[config.mk]
export PLATFORM = sky130hd
export DESIGN_NAME = regfile_sb
export DESIGN_NICKNAME = d
export VERILOG_FILES = /design/src/rtl/regfile_sb.sv
export SDC_FILE = /design/constraint.sdc
export NUM_CORES = 2
export LEC_CHECK = 0
export BUFFER_PORTS_ARGS = -buffer_cell sky130_fd_sc_hd__buf_2
export CORE_MARGIN = 2
export CORE_UTILIZATION = 60
export DETAILED_ROUTE_END_ITERATION = 10
export PLACE_DENSITY = 0.82
export SYNTH_ARGS = -nofsm -noshare
export SYNTH_HDL_FRONTEND = slang
export SYNTH_SLANG_ARGS = --single-unit
[constraint.sdc]
create_clock -name clk -period 78.2 [get_ports clk]
set_input_delay 7.82 -clock clk [delete_from_list [all_inputs] [get_ports clk]]
set_output_delay 7.82 -clock clk [all_outputs]
set_load 0.01 [all_outputs]
[src/rtl/regfile_sb.sv]
// rtl/regfile_sb.sv - register file with EX/MEM/WB bypass and long-latency scoreboard
module regfile_sb #(
    parameter int DW  = 32,
    parameter int AW  = 5,
    parameter int NRP = 2,
    parameter int CW  = AW + 1
) (
    input  logic              clk,
    input  logic              rst,
    input  logic [NRP-1:0]    ren,
    input  logic [NRP*AW-1:0] raddr,
    output logic [NRP*DW-1:0] rdata,
    input  logic              we,
    input  logic [AW-1:0]     waddr,
    input  logic [DW-1:0]     wdata,
    input  logic              ex_wen,
    input  logic [AW-1:0]     ex_waddr,
    input  logic [DW-1:0]     ex_wdata,
    input  logic              ex_nofwd,
    input  logic              mem_wen,
    input  logic [AW-1:0]     mem_waddr,
    input  logic [DW-1:0]     mem_wdata,
    input  logic              mem_nofwd,
    input  logic              iss_valid,
    input  logic [AW-1:0]     iss_addr,
    input  logic              cmp_valid,
    input  logic [AW-1:0]     cmp_addr,
    output logic              stallreq,
    output logic [CW-1:0]     busy_cnt
);

    localparam int DEPTH = 1 << AW;

    logic [DW-1:0]    mem [DEPTH];
    logic [DEPTH-1:0] busy;
    logic [DEPTH-1:0] set_vec;
    logic [DEPTH-1:0] clr_vec;
    logic [DEPTH-1:0] busy_next;
    logic             busy_rise;
    logic             busy_fall;
    logic [NRP-1:0]   port_stall;

    // Storage array; entry 0 is never written so it always reads back zero
    always_ff @(posedge clk or posedge rst) begin
        if (rst) begin
            for (int i = 0; i < DEPTH; i++) begin
                mem[i] <= '0;
            end
        end else if (we && (waddr != '0)) begin
            mem[waddr] <= wdata;
        end
    end

    // Next busy vector: a same-edge issue overrides a completion to the same entry
    always_comb begin
        set_vec = '0;
        clr_vec = '0;
        if (iss_valid && (iss_addr != '0)) begin
            set_vec[iss_addr] = 1'b1;
        end
        if (cmp_valid) begin
            clr_vec[cmp_addr] = 1'b1;
        end
        busy_next    = (busy & ~clr_vec) | set_vec;
        busy_next[0] = 1'b0;
        busy_rise    = |(busy_next & ~busy);
        busy_fall    = |(busy & ~busy_next);
    end

    // Busy bits and a running count of them, kept in step edge by edge
    always_ff @(posedge clk or posedge rst) begin
        if (rst) begin
            busy     <= '0;
            busy_cnt <= '0;
        end else begin
            busy <= busy_next;
            if (busy_rise && !busy_fall) begin
                busy_cnt <= busy_cnt + CW'(1);
            end else if (busy_fall && !busy_rise) begin
                busy_cnt <= busy_cnt - CW'(1);
            end
        end
    end

    genvar g;
    for (g = 0; g < NRP; g++) begin : g_port
        logic [AW-1:0] ra;
        logic          rv;
        logic          ex_hit;
        logic          mem_hit;
        logic          wb_hit;
        logic          fwd_stall;
        logic          sb_stall;
        logic          supplied;

        assign ra      = raddr[g*AW +: AW];
        assign rv      = ren[g] && (ra != '0);
        assign ex_hit  = ex_wen && (ex_waddr == ra);
        assign mem_hit = mem_wen && (mem_waddr == ra);
        assign wb_hit  = we && (waddr == ra);

        // Youngest producer wins: EX, then MEM, then WB, then the array
        assign rdata[g*DW +: DW] = (ra == '0) ? '0        :
                                   ex_hit     ? ex_wdata  :
                                   mem_hit    ? mem_wdata :
                                   wb_hit     ? wdata     : mem[ra];

        // A bypass source with valid data covers a busy entry for this cycle
        assign supplied   = (ex_hit && !ex_nofwd) || (mem_hit && !mem_nofwd) || wb_hit;
        assign fwd_stall  = (ex_hit && ex_nofwd) || (!ex_hit && mem_hit && mem_nofwd);
        assign sb_stall   = busy[ra] && !supplied;
        assign port_stall[g] = rv && (fwd_stall || sb_stall);
    end

    assign stallreq = |port_stall;

endmodule

Yosys cells after proc, flatten, opt, wreduce, memory -nomap -nowiden:

Cells that the tools add are included.

* add/sub/neg operators: 2
* order comparisons: 10
* equal/unequal tests: 6
* multiplexer cells: 29
* bitwise operators: 10
* reduce and logical (&&, ||, !) cells: 55

Operators with widths (count)
* bitwise mux 1024 bit: 1
* 2-to-1 mux 32 bit: 15
* binary-select mux 32 bit (select 5 bit): 2
* demux 32 bit (select 5 bit): 1
* bitwise AND 32 bit: 3
* inverter 32 bit: 3
* OR reduction 32 bit: 2
* OR 32 bit: 1
* equality test 5 bit: 6
* logical AND 1 bit: 29
* < comparator 5 x 6 -> 1 bit (second input constant): 4
* nonzero test 5 bit: 4
* >= comparator 6 bit (second input constant): 3
* inverter 5 -> 6 bit: 3
* 2-to-1 mux 6 bit: 2
* binary-select mux 1 bit (select 5 bit): 2
* demux 1 bit (select 5 bit): 2
* >= comparator 5 x 1 -> 1 bit (second input constant): 2
* zero test 5 bit: 2
* zero test 1 bit: 8
* logical OR 1 bit: 8
* adder 6 x 1 -> 6 bit (second input constant): 1
* < comparator 6 x 1 -> 1 bit (second input constant): 1
* subtractor 6 x 1 -> 6 bit (second input constant): 1
* 3 further kinds: 6

* register bits: 1061
* bits of input ports: 142
* output and inout bits: 71

Logic depth before layout (Yosys ltp):

* depth after elaboration: 14
* depth in mapped cells: 17
* mapped depth without buffers: 15

Worst setup path before layout:

Ideal clock, no wire load.

* path kind: input to output
* start point: input port raddr[0]
* end point: output port rdata[0]
* arrival time: 9.607 ns
* required time: 70.380 ns
* path slack: 60.773 ns
* cell stages on the path: 10
* cell sequence: buf_2 > buf_2 > xor2_1 > nor4_1 > nand3_1 > buf_2 > nand3b_1 > clkbuf_1 > nor2_1 > nor4_1

* cells in the longest elaborated chain, start to end: 8
* elaborated cells on any way between the ends: 15

RTL lines
* from (decl): RTL line 11 `input logic [NRP*AW-1:0] raddr,`
* inverter 5 -> 6 bit (implied by the code): RTL line 106 `wb_hit ? wdata : mem[ra];`
* binary-select mux 32 bit (select 5 bit): RTL line 106
* 2-to-1 mux 32 bit (implied by the code) (2 in series): RTL line 106
* 2-to-1 mux 32 bit: RTL line 106
* 2-to-1 mux 32 bit: RTL line 105 `mem_hit ? mem_wdata :`
* 2-to-1 mux 32 bit: RTL line 104 `ex_hit ? ex_wdata :`
* 2-to-1 mux 32 bit *: RTL line 103 `assign rdata[g*DW +: DW] = (ra == '0) ? '0 :`
* to (decl): RTL line 12 `output logic [NRP*DW-1:0] rdata,`

Mark *: on every way between the ends. The rest lies on a longest branch, timed or not. The select of a mux whose other input is x is not followed.

Worst setup path after layout:

* start point: input port raddr[0]
* end point: output port rdata[12]

The elaborated chain is that of the path after synthesis.

==> flow_metrics.tcl <==
set metrics [dict create \
    synth.avg_cell_area_um2 14.0 \
    root_buffer "clkbuf_16" \
    powerDensity_mw_per_mm2 25.5 \
    synth_fa_ha_area_frac 0.00140 \
    synth_xor_area_frac 0.00521 \
    cap_violations 1 \
    nNetsFinal 4286 \
    fin_tns_setup_ps 0 \
    synth-simple-area-share 0.0461 \
    track_usage 0.395 \
    antenna_found_initial 33 \
    hold_path_class "register to register" \
    synth_cell_types 66 \
    core-area_mm2 0.0969 \
    cts_made_buffers 107 \
    vias 42472 \
    worstSetupEndpointType "primary output" \
    yosysWarnings 0 \
    avgRoutedWirePerCell_um 35.3 \
    hold_buffers 0 \
    period_share 0.263 \
    layout_commonest_cell "dfrtp_1" \
    portBuffers 212 \
    p_leak_nw 27.5 \
    drtIter0Drc 6239 \
    gp_congestion 1.03 \
    cts_resized 0 \
    clkPwrFrac 0.330 \
    layout_min_cycle_time_ps 20550 \
    critPathRequiredTime_ps 70380 \
    io_pins 213 \
    post_cts_buffers 0 \
    layout_common_cells "dfrtp_1 (1061), mux2_2 (850), mux4_2 (524)" \
    cp_max_fo 46 \
    path_clk_slew_ps 60 \
    rsz0062_at_grt "false" \
    async_flop_share 1.00 \
    yosysSeqAreaShare 0.451 \
    grt_start_max_net_pins 183 \
    swShare 0.285 \
    synth_compound_area_frac 0.0513 \
    clock_skew_ps 9.44 \
    cts.sinks 1061 \
    htreeDepth 3 \
    synth_edf_count 0 \
    die_x_um 317 \
    crit_type "input pin to primary output" \
    start_util 0.607 \
    dr.pass1.iters 7 \
    violations "capacitance limit" \
    die_h_um 317 \
    clockBufferDepth 3 \
    syn_to_final_growth_pct 9.19 \
    slew_headroom 0.0155 \
    grt_pass1_wl_um 288000 \
    r2r_cells 13 \
    hold_path_end "mem[1002]" \
    synthMuxAreaShare 0.410 \
    hold_ws_ps 393 \
    synth_nets 4361 \
    syn_area_mm2 0.0588 \
    clk_latency_ps 700 \
    hold_depth 0 \
    ir_drop_mv 0.0243 \
    status "finished, violations left" \
    overflow 0 \
    max_freq_mhz 48.7 \
    combPwrFrac 0.220 \
    r2r_start "busy[31]" \
    rows 114 \
    dp_hpwl_um 110000 \
    routed_wl_um 195000 \
    dieArea_mm2 0.101 \
    viasPerCell 7.68 \
    start_kind "input pin" \
    worstMarginPinSlew_ps 1460 \
    final_util 0.663 \
    setup_viol_count_final 0 \
    p_int_mw 1.17 \
    grt_pass1_vias 42653 \
    cts_tree "built" \
    p_switching_mw 0.467 \
    synth_ff_type "dfrtp_1" \
    synthCells 4213 \
    min_from "mem[1002]" \
    drc 0 \
    cp.arrival_ps 12730 \
    ys_ff_latch 1061 \
    final_hold_viol_count 0 \
    rrSetupSlack_ps 74710 \
    drive_above_1_share 0.452 \
    slew_viol_final 0 \
    synth_top_family_by_area "multiplexers" \
    seq_power_share 0.451 \
    antenna_left 0 \
    timing.rr.end "busy_cnt[5]" \
]
==> final cells by class <==
cell class	instances	area, µm²
Sequential cell	1061	26600
Inverter	5	31.3
Antenna cell	28	70.1
Multi-Input combinational cell	2657	30500
Clock inverter	42	522
Timing Repair Buffer	306	1850
Fill cell	6594	32600
Clock buffer	157	3140
Tap cell	1276	1600
==> how the worst max path moves through the flow <==
stage / start / endpoint / slack (ps) / cells after the start
after detailed placement: raddr[0] / rdata[19] / 57720 / 10
after floorplan: rst / busy[10] / 40510 / 1
final: raddr[0] / rdata[12] / 57650 / 10
after global routing: raddr[0] / rdata[19] / 57270 / 10
after CTS: raddr[0] / rdata[19] / 57700 / 10
after global placement: raddr[0] / rdata[15] / 57770 / 10
==> cells by family after synthesis <==
family | Yosys count
compound gates | 423
xor+xnor | 35
fa+ha+maj | 6
buf+inv | 495
flops | 1061
mux | 1628
simple gates | 565
==> critical path: stages <==
cell,delay [ps]
buf_8,300
buf_4,720
buf_4,740
buf_4,840
mux4_2,370
o22ai_1,100
a211oi_1,290
a21oi_1,140
nor4_1,940
buf_2,280
==> registers in the layout, summed over array words and instances (netlist names) <==
name	cells
busy_cnt	6
mem	1024
busy	31
==> cells in the mapped netlist (6+ instances only) <==
cell type,number,area (µm²)
a211oi_1,35,263
a21o_1,6,45.0
a21oi_1,43,215
a221oi_1,32,280
a311o_1,32,320
a32oi_1,33,289
buf_1,65,244
buf_2,103,515
buf_4,13,97.6
clkbuf_1,308,1160
dfrtp_1,1061,26600
mux2_1,148,1670
mux2_2,850,9570
mux2i_1,106,1060
mux4_2,524,11800
nand2_1,309,1160
nand3_1,14,70.1
nand3b_1,41,308
nand4_1,45,282
nor2_1,56,210
nor2b_1,9,56.3
nor3_1,10,50.1
nor3b_1,9,67.6
nor4_1,38,238
o2111ai_1,26,228
o21ai_0,51,255
o22ai_1,130,813
o2bb2ai_1,16,140
xnor2_1,13,114
xor2_1,22,193
==> layer usage <==
layer  track usage  share of wire  up-vias  wire, µm
li1              -              -    16196         -
met1         0.530           0.35    21859     68600
met2         0.547           0.42     3522     81600
met3         0.175           0.16      885     32100
met4         0.204          0.066       10     12900
met5      0.000473        0.00049        -        95
==> power groups by stage <==
stage,Combinational (mW),Sequential (mW),Clock (mW)
CTS,0.354,0.735,0.542
finish,0.360,0.738,0.540
detailed placement,0.351,0.743,0
global route,0.379,0.751,0.565
floorplan,0.273,0.717,0
global placement,0.341,0.733,0
==> stage by stage <==
step | setup slack, ps | area (µm²) | power [mW] | cells
after global placement | 57770 | 60500 | 1.07 | 5305
after global routing | 57270 | 64200 | 1.70 | 5522
after floorplan | 40510 | 58800 | 0.990 | 4213
after detailed placement | 57720 | 60500 | 1.09 | 5305
after CTS | 57700 | 64100 | 1.63 | 5504
final | 57650 | 64200 | 1.64 | 5532
(Power assumes the default switching activity.)
